==> src/rtl/decoder_2_4_seq.sv <==
`timescale 1ns/1ps
// decoder_2_4_seq
// Receiving end of the 4-to-2 encoder path. 2-bit codes are accepted on a
// valid/ready port and queued in a small FIFO. Each code is replayed as a
// one-hot strobe on y for HOLD cycles, followed by one all-zero gap cycle,
// so back-to-back strobes never merge. Enable e only gates the start of a
// new strobe; input acceptance and in-progress strobes are unaffected.
module decoder_2_4_seq #(
    parameter int DEPTH = 4,
    parameter int HOLD  = 2
) (
    input  logic       clk,
    input  logic       rst,
    input  logic       e,
    input  logic [1:0] a,
    input  logic       in_valid,
    output logic       in_ready,
    output logic [3:0] y,
    output logic       y_valid,
    output logic       busy
);

    localparam int CW = $clog2(DEPTH + 1);
    localparam int PW = $clog2(DEPTH);
    localparam int HW = (HOLD > 1) ? $clog2(HOLD) : 1;

    localparam logic [CW-1:0] CNT_FULL  = CW'(DEPTH);
    localparam logic [CW-1:0] CNT_ZERO  = {CW{1'b0}};
    localparam logic [HW-1:0] HOLD_LOAD = HW'(HOLD - 1);
    localparam logic [HW-1:0] HOLD_ZERO = {HW{1'b0}};

    localparam logic [1:0] S_IDLE  = 2'd0;
    localparam logic [1:0] S_DRIVE = 2'd1;
    localparam logic [1:0] S_GAP   = 2'd2;

    logic [1:0]    mem_q [DEPTH];
    logic [1:0]    mem_d [DEPTH];
    logic [PW-1:0] wr_ptr_q, wr_ptr_d;
    logic [PW-1:0] rd_ptr_q, rd_ptr_d;
    logic [CW-1:0] count_q, count_d;
    logic [1:0]    state_q, state_d;
    logic [HW-1:0] hold_q, hold_d;
    logic [3:0]    y_q, y_d;
    logic          y_valid_q, y_valid_d;
    logic          in_ready_q, in_ready_d;
    logic          busy_q, busy_d;
    logic          push_s;
    logic          pop_s;

    // Handshake qualifiers: a full FIFO refuses pushes even when a pop frees a slot on the same edge.
    always_comb begin
        push_s = in_valid && (count_q != CNT_FULL);
        pop_s  = (state_q == S_IDLE) && e && (count_q != CNT_ZERO);
    end

    // FIFO storage, pointers and occupancy; power-of-two depth lets pointers wrap naturally.
    always_comb begin
        for (int i = 0; i < DEPTH; i++) begin
            mem_d[i] = mem_q[i];
        end
        wr_ptr_d = wr_ptr_q;
        rd_ptr_d = rd_ptr_q;
        count_d  = count_q;
        if (push_s) begin
            mem_d[wr_ptr_q] = a;
            wr_ptr_d        = wr_ptr_q + 1'b1;
        end else begin
            wr_ptr_d = wr_ptr_q;
        end
        if (pop_s) begin
            rd_ptr_d = rd_ptr_q + 1'b1;
        end else begin
            rd_ptr_d = rd_ptr_q;
        end
        case ({push_s, pop_s})
            2'b10:   count_d = count_q + 1'b1;
            2'b01:   count_d = count_q - 1'b1;
            default: count_d = count_q;
        endcase
    end

    // Strobe sequencer: IDLE pops and loads the pattern, DRIVE holds it, GAP forces one zero cycle.
    always_comb begin
        state_d = state_q;
        hold_d  = hold_q;
        y_d     = y_q;
        case (state_q)
            S_IDLE: begin
                if (pop_s) begin
                    y_d     = 4'b0001 << mem_q[rd_ptr_q];
                    hold_d  = HOLD_LOAD;
                    state_d = S_DRIVE;
                end else begin
                    y_d     = 4'b0000;
                end
            end
            S_DRIVE: begin
                if (hold_q == HOLD_ZERO) begin
                    y_d     = 4'b0000;
                    state_d = S_GAP;
                end else begin
                    hold_d  = hold_q - 1'b1;
                end
            end
            S_GAP: begin
                y_d     = 4'b0000;
                state_d = S_IDLE;
            end
            default: begin
                y_d     = 4'b0000;
                hold_d  = HOLD_ZERO;
                state_d = S_IDLE;
            end
        endcase
    end

    // Status outputs are computed from next-state so they register alongside the state they describe.
    always_comb begin
        y_valid_d  = |y_d;
        in_ready_d = (count_d != CNT_FULL);
        busy_d     = (count_d != CNT_ZERO) || (state_d != S_IDLE);
    end

    // State and output registers; reset clears the queue and the strobe immediately.
    always_ff @(posedge clk or posedge rst) begin
        if (rst) begin
            for (int i = 0; i < DEPTH; i++) begin
                mem_q[i] <= 2'b00;
            end
            wr_ptr_q   <= {PW{1'b0}};
            rd_ptr_q   <= {PW{1'b0}};
            count_q    <= CNT_ZERO;
            state_q    <= S_IDLE;
            hold_q     <= HOLD_ZERO;
            y_q        <= 4'b0000;
            y_valid_q  <= 1'b0;
            in_ready_q <= 1'b1;
            busy_q     <= 1'b0;
        end else begin
            for (int i = 0; i < DEPTH; i++) begin
                mem_q[i] <= mem_d[i];
            end
            wr_ptr_q   <= wr_ptr_d;
            rd_ptr_q   <= rd_ptr_d;
            count_q    <= count_d;
            state_q    <= state_d;
            hold_q     <= hold_d;
            y_q        <= y_d;
            y_valid_q  <= y_valid_d;
            in_ready_q <= in_ready_d;
            busy_q     <= busy_d;
        end
    end

    assign y        = y_q;
    assign y_valid  = y_valid_q;
    assign in_ready = in_ready_q;
    assign busy     = busy_q;

endmodule

==> config.mk <==
export PLATFORM = sky130hd
export DESIGN_NAME = decoder_2_4_seq
export DESIGN_NICKNAME = d
export VERILOG_FILES = /design/src/rtl/decoder_2_4_seq.sv
export SDC_FILE = /design/constraint.sdc
export NUM_CORES = 1
export LEC_CHECK = 0
export CORE_MARGIN = 2
export CORE_UTILIZATION = 48
export CTS_BUF_LIST = sky130_fd_sc_hd__clkbuf_4 sky130_fd_sc_hd__clkbuf_8 sky130_fd_sc_hd__clkbuf_16
export DETAILED_ROUTE_END_ITERATION = 12
export HOLD_SLACK_MARGIN = 0.1
export PLACE_DENSITY = 0.73
export SLEW_MARGIN = 15
export SYNTH_ARGS = -nofsm -noshare
export SYNTH_HDL_FRONTEND = slang
export SYNTH_SLANG_ARGS = --single-unit
export TNS_END_PERCENT = 100
==> constraint.sdc <==
create_clock -name clk -period 1.9 [get_ports clk]
set_input_delay 0.285 -clock clk [delete_from_list [all_inputs] [get_ports clk]]
set_output_delay 0.285 -clock clk [all_outputs]
set_load 0.05 [all_outputs]
; After elaboration in Yosys (flattened, before gate mapping)
; Index checks and enable logic that the tools add are counted.
[word_totals]
reg_bits = 25
input_bits = 6
output_inout_bits = 7
word_cells = 59
[classes]
addsub = 5
n_lt_le_gt_ge = 3
n_eq_ne = 7
shift = 1
mux = 16
bitwise = 3
n_reduce_logical = 11
[ops]
columns = op, count
row1 = $mux 2, 5
row2 = $bwmux 8, 1
row3 = $mux 4, 2
row4 = $pmux 4 s2, 1
row5 = $ge 3x3->1 const B, 2
row6 = $ne 3x3->1 const B, 2
row7 = $not 2->3, 2
row8 = $pmux 3 s2, 1
row9 = $reduce_bool 3->1, 2
row10 = $add 2x1->2 const B, 2
row11 = $bmux 2 s2, 1
row12 = $demux 2 s2, 1
row13 = $eq 2x1->1 const B, 2
row14 = $eq 2x2->1 const B, 2
row15 = $logic_and 1x1->1, 4
row16 = $pmux 2 s2, 1
row17 = $reduce_or 4->1, 1
row18 = $shl 1x2->4 const A, 1
row19 = $add 3x1->3 const B, 1
row20 = $lt 3x1->1 const B, 1
row21 = $pmux 1 s3, 1
row22 = $sub 3x1->3 const B, 1
row23 = $logic_not 2->1, 1
row24 = $mux 1, 2
row25 = other kinds (6), 6

; Logic depth before layout (Yosys ltp)
[logic_depth]
depth_word = 8
ltp_mapped = 10
ltp_nobuf = 10

; Worst setup path after synthesis
; No wires, ideal clock.
[synth_timing]
path_type = register to register
startpoint = register count_q[0]
endpoint = register busy_q (netlist: busy)
setup_ns = 0.073
t_arrival_ns = 2.009
t_required_ns = 1.827
setup_slack_ns = -0.182
stages_incl_launch_ff = 9
n_path_buf = 0
synth_period_minus_slack_ns = 2.082
cell_sequence = dfrtp_1 o311ai_4 inv_1 ha_1 inv_1 fa_1 nor2b_1 a22o_1 nand4b_1
[synth_between]
elab_chain_len = 6
elab_cells_between_ends = 14
classes_between = add/sub: 2 / eq/ne: 3 / mux: 3 / reduce/logical: 6
[synth_rtl]
columns = element, line
row1 = "start, declared", 40  ; logic [CW-1:0] count_q, count_d;
row2 = "start signal, assigned", 145  ; count_q <= count_d;
row3 = $ne 3x3->1 / $reduce_bool 3->1 (equally long branches), "52, 53"
row4 = "$logic_and 1x1->1, on equally long branches", "52, 53"
row5 = $eq 2x1->1 (tied with other cells), 75  ; case ({push_s, pop_s})
row6 = $pmux 3 s2 / $pmux 2 s2 (equally long branches), "75, 87"
row7 = $reduce_bool 3->1 / $reduce_bool 2->1 (equally long branches), 121  ; busy_d = (count_d != CNT_ZERO) || (state_d != S_IDLE);
row8 = $logic_or 1x1->1 *, 121
row9 = named net busy_d, 46  ; logic busy_q, busy_d;
row10 = "end signal, assigned", 151  ; busy_q <= busy_d;
row11 = "end, declared", 46
; Mark *: on every way through the listed nets, which the timed path passes. The rest lies on a longest branch.
; A chain may end at the register's enable or synchronous reset.

; Worst setup path in the final report
[layout_timing]
startpoint = register count_q[1]
endpoint = register busy_q (netlist: busy)
; Same word-level chain as after synthesis.

==> metrics.md <==
| Metric | Value |
|---|---|
| Delay-heaviest family, CP | `adder cells` |
| CP startpoint | `count_q[1]` |
| CTS tree | `yes` |
| Pin count of the biggest net entering global routing | `26` |
| Core box area | `2230 µm²` |
| Final Skew | `0.00304 ns` |
| Failing checks | `negative setup slack` |
| Worst-path maximum fanout | `3` |
| Slew Limit Fails | `0` |
| TritonRoute pass-1 iters | `3` |
| Hold Buf Count CTS | `0` |
| Worst-Margin Slew | `0.497 ns` |
| Sequential share of the synthesized area | `54.8%` |
| Max-cap violations | `0` |
| Initial core utilization | `51.3%` |
| Crit path largest cell delay | `0.47 ns` |
| Area grow syn2layout | `27.2%` |
| Vias/cell | `5.10` |
| # fillers | `191` |
| Final Cycle Share | `104%` |
| CTS Sinks | `25` |
| Vias in the first global route | `773` |
| Setup violations, final | `3` |
| Yosys cell types | `25` |
| GP Congestion | `0.813` |
| Top Ports | `13` |
| Multi-input logic area | `514 µm²` |
| Layout cell share with drive strength beyond 1 | `35.6%` |
| DRC Markers | `0` |
| Outcome | `finished with violations` |
| Die height | `52.8 µm` |
| Mux contribution to synthesized area | `12.5%` |
| Inserted Clock Buffers | `3` |
| FF/Latch Area | `631 µm²` |
| DIE AREA | `2790 µm²` |
| Syn Area/Cell | `12.9 µm²` |
| Grt ovf | `0` |
| Die W | `52.8 µm` |
| Ys Warns | `0` |
| Reg-to-reg endpoint | `busy` |
| Worst-path clk slew | `0.13 ns` |
| Fin Hold WS | `0.318 ns` |
| Detailed placement HPWL | `1490 µm` |
| CP max stage cell | `dfrtp_2` |
| CTS Root Cell | `clkbuf_4` |
| First-pass GRT wire length | `3310 µm` |
| Compound-Gate Fraction of Synth Area | `9.29%` |
| Worst hold path type | `in -> async` |
| Post-route worst setup slack | `-0.0687 ns` |
| Total routed wirelength | `1900 µm` |
| Via count | `745` |
| Final Hold Vio Count | `0` |
| Synth Area in Simple Gates | `8.74%` |
| Yosys reg bits | `25` |
| CP endpoint | `busy` |
| Std cell rows | `17` |
| Mapped Nets | `101` |
| FF-to-FF path depth | `8` |
| Synth Cell Area | `1140 µm²` |
| Final net count | `131` |
| Element type at the critical path start | `flip-flop` |
| DR iter-0 viols | `5` |
| Max VDD drop | `0.00102 V` |
| Max_slew headroom | `66.7%` |
| R2r setup slk | `-0.07 ns` |
| Clock buffer depth | `2` |
| Reg-to-Reg Start | `count_q[1]` |
| Largest family of logic cells by synthesized area | `multiplexers` |
| Crit Path Category | `reg -> reg` |
| Crit-path cells | `o311ai_4, inv_2, ha_4, inv_2, fa_2, nor2b_4, a22o_1, nand4b_1` |
| XOR/XNOR Fraction of Synth Area | `4.59%` |
| Data arrival time of the critical path | `2.21 ns` |
| Initial antenna violation count | `0` |
| Ant. Diodes | `0` |
| Mapped Cells | `89` |
| Number of antenna-violating nets in the routed design | `0` |
| Routed len/inst | `13.0 µm` |
| Most Frequent Cell on Critical Path | `inv_2` |
| Final total power | `2.66 mW` |
| Tmin final | `1.97 ns` |
| RSZ-0062 raised after global routing | `true` |
| Worst setup EP type | `flip-flop` |
| IO Port Bufs | `12` |
| Pwr dens | `1830 nW/µm²` |
| Clock latency on the worst-skew pair | `0.30 ns` |
| Highest Clock Rate | `508 MHz` |
| GRT Resource Usage Total | `16.9%` |
| Buf+Inv Stages, Crit Path | `2` |
| P_leak | `0.663 nW` |
| Critical path depth in cells | `8` |
| WP data required | `2.15 ns` |
| Post-Synth Adder-Cell Area | `7.21%` |
| CTS H-Tree Depth | `1` |
-- how the worst min path moves through the flow --
stage / slack [ns] / cells past startpoint / endpoint / from
floorplan: 0.31 / 1 / busy / rst
global placement: 0.41 / 1 / state_q[1] / hold_q
detailed placement: 0.42 / 1 / state_q[1] / hold_q
CTS: 0.32 / 3 / mem_q[6] / rst
global route: 0.34 / 3 / state_q[1] / rst
finish: 0.32 / 3 / mem_q[6] / rst
-- logic make-up (layout without fill, tap and decap cells) --
logic type      after synthesis  after routing
compound gates               11             11
xor+xnor                      6              6
fa+ha+maj                     6              6
buf+inv                       9             38
flops                        25             25
mux                          10             10
simple gates                 22             22
-- flip-flops by register name, summed over array words and instances, names as in the netlist --
register	flops
mem_q	8
y	4
count_q	3
rd_ptr_q	2
state_q	2
wr_ptr_q	2
busy	1
hold_q	1
in_ready	1
y_valid	1
-- cell usage after synthesis --
library cell | n | area [µm²]
a32o_1 | 1 | 10.0
a22o_2 | 1 | 10.0
or2_2 | 1 | 6.26
inv_1 | 9 | 33.8
o31ai_1 | 1 | 7.51
a21oi_1 | 1 | 5.00
mux2_2 | 8 | 90.1
o21ai_0 | 4 | 20.0
nor2b_1 | 1 | 6.26
dfrtp_1 | 24 | 601
ha_1 | 5 | 62.6
nand2b_1 | 1 | 6.26
xor2_1 | 2 | 17.5
fa_1 | 1 | 20.0
xnor2_1 | 4 | 35.0
nor2_2 | 1 | 6.26
nand4b_1 | 1 | 8.76
dfstp_2 | 1 | 26.3
o311ai_4 | 1 | 26.3
nor4_1 | 1 | 6.26
a21boi_4 | 1 | 18.8
a22o_1 | 1 | 8.76
mux4_1 | 2 | 52.6
nor2_1 | 5 | 18.8
nand2_1 | 11 | 41.3
-- metrics by stage --
stage	cell area, µm²	setup TNS (ns)	util, %	instances	setup WS, ns
detailed placement	1390	-0.827	62.2	138	-0.315
CTS	1450	-0.167	64.9	145	-0.0716
finish	1460	-0.142	65.2	146	-0.0687
global placement	1390	-0.628	62.2	138	-0.246
global route	1460	-0.450	65.2	146	-0.164
floorplan	1170	-0.136	-	89	-0.0810
-- worst reg2reg max path, cell delays in order, from the launching register on --
cell and delay [ns]:
dfrtp_2 0.47, o311ai_4 0.31, inv_2 0.09, ha_4 0.17
inv_2 0.04, fa_2 0.42, nor2b_4 0.14, a22o_1 0.19
nand4b_1 0.09
-- cells in the final DEF, fill, tap and decap left out, drive strengths merged, types with 2 or more instances in the layout --
master,Yosys,layout
mux2,8,8
nand2,11,11
nor2,6,6
xnor2,4,4
xor2,2,2
inv,9,9
clkbuf,0,3
dfrtp,24,24
clkdlybuf4s50,0,11
mux4,2,2
ha,5,5
o21ai,4,4
a22o,2,2
buf,0,14
-- power by group --
part	internal (mW)	switching, mW
clock network	0.0784	0.149
registers	0.801	0.196
logic	0.723	0.717
total	1.60	1.06
-- repair_timing --
| item | CTS | global route |
|---|---|---|
| setup endpoints to repair | 3 | 4 |
| pin swaps | 5 | 4 |
| gates cloned | 0 | 0 |
| buffers inserted | 3 | 1 |
| gates resized for setup | 5 | 0 |
-- routing by layer --
metal / vias up / track usage (%) / wire length [µm]
met1: 371 / 19.2 / 791
met2: 10 / 31.3 / 1030
met3: 2 / 2.57 / 62
met5: - / 0 / 0
met4: 0 / 6.41 / 19
li1: 362 / - / -
-- area by class of cell --
type | instances | share of cell area (%)
clock buffers | 3 | 1.55
clock inverters | 1 | 0.344
inverters | 9 | 2.32
multi-input cells | 55 | 35.3
flip-flops and latches | 25 | 43.3
well taps | 28 | 2.41
repair buffers | 25 | 14.8
(Power assumes the default switching activity.)
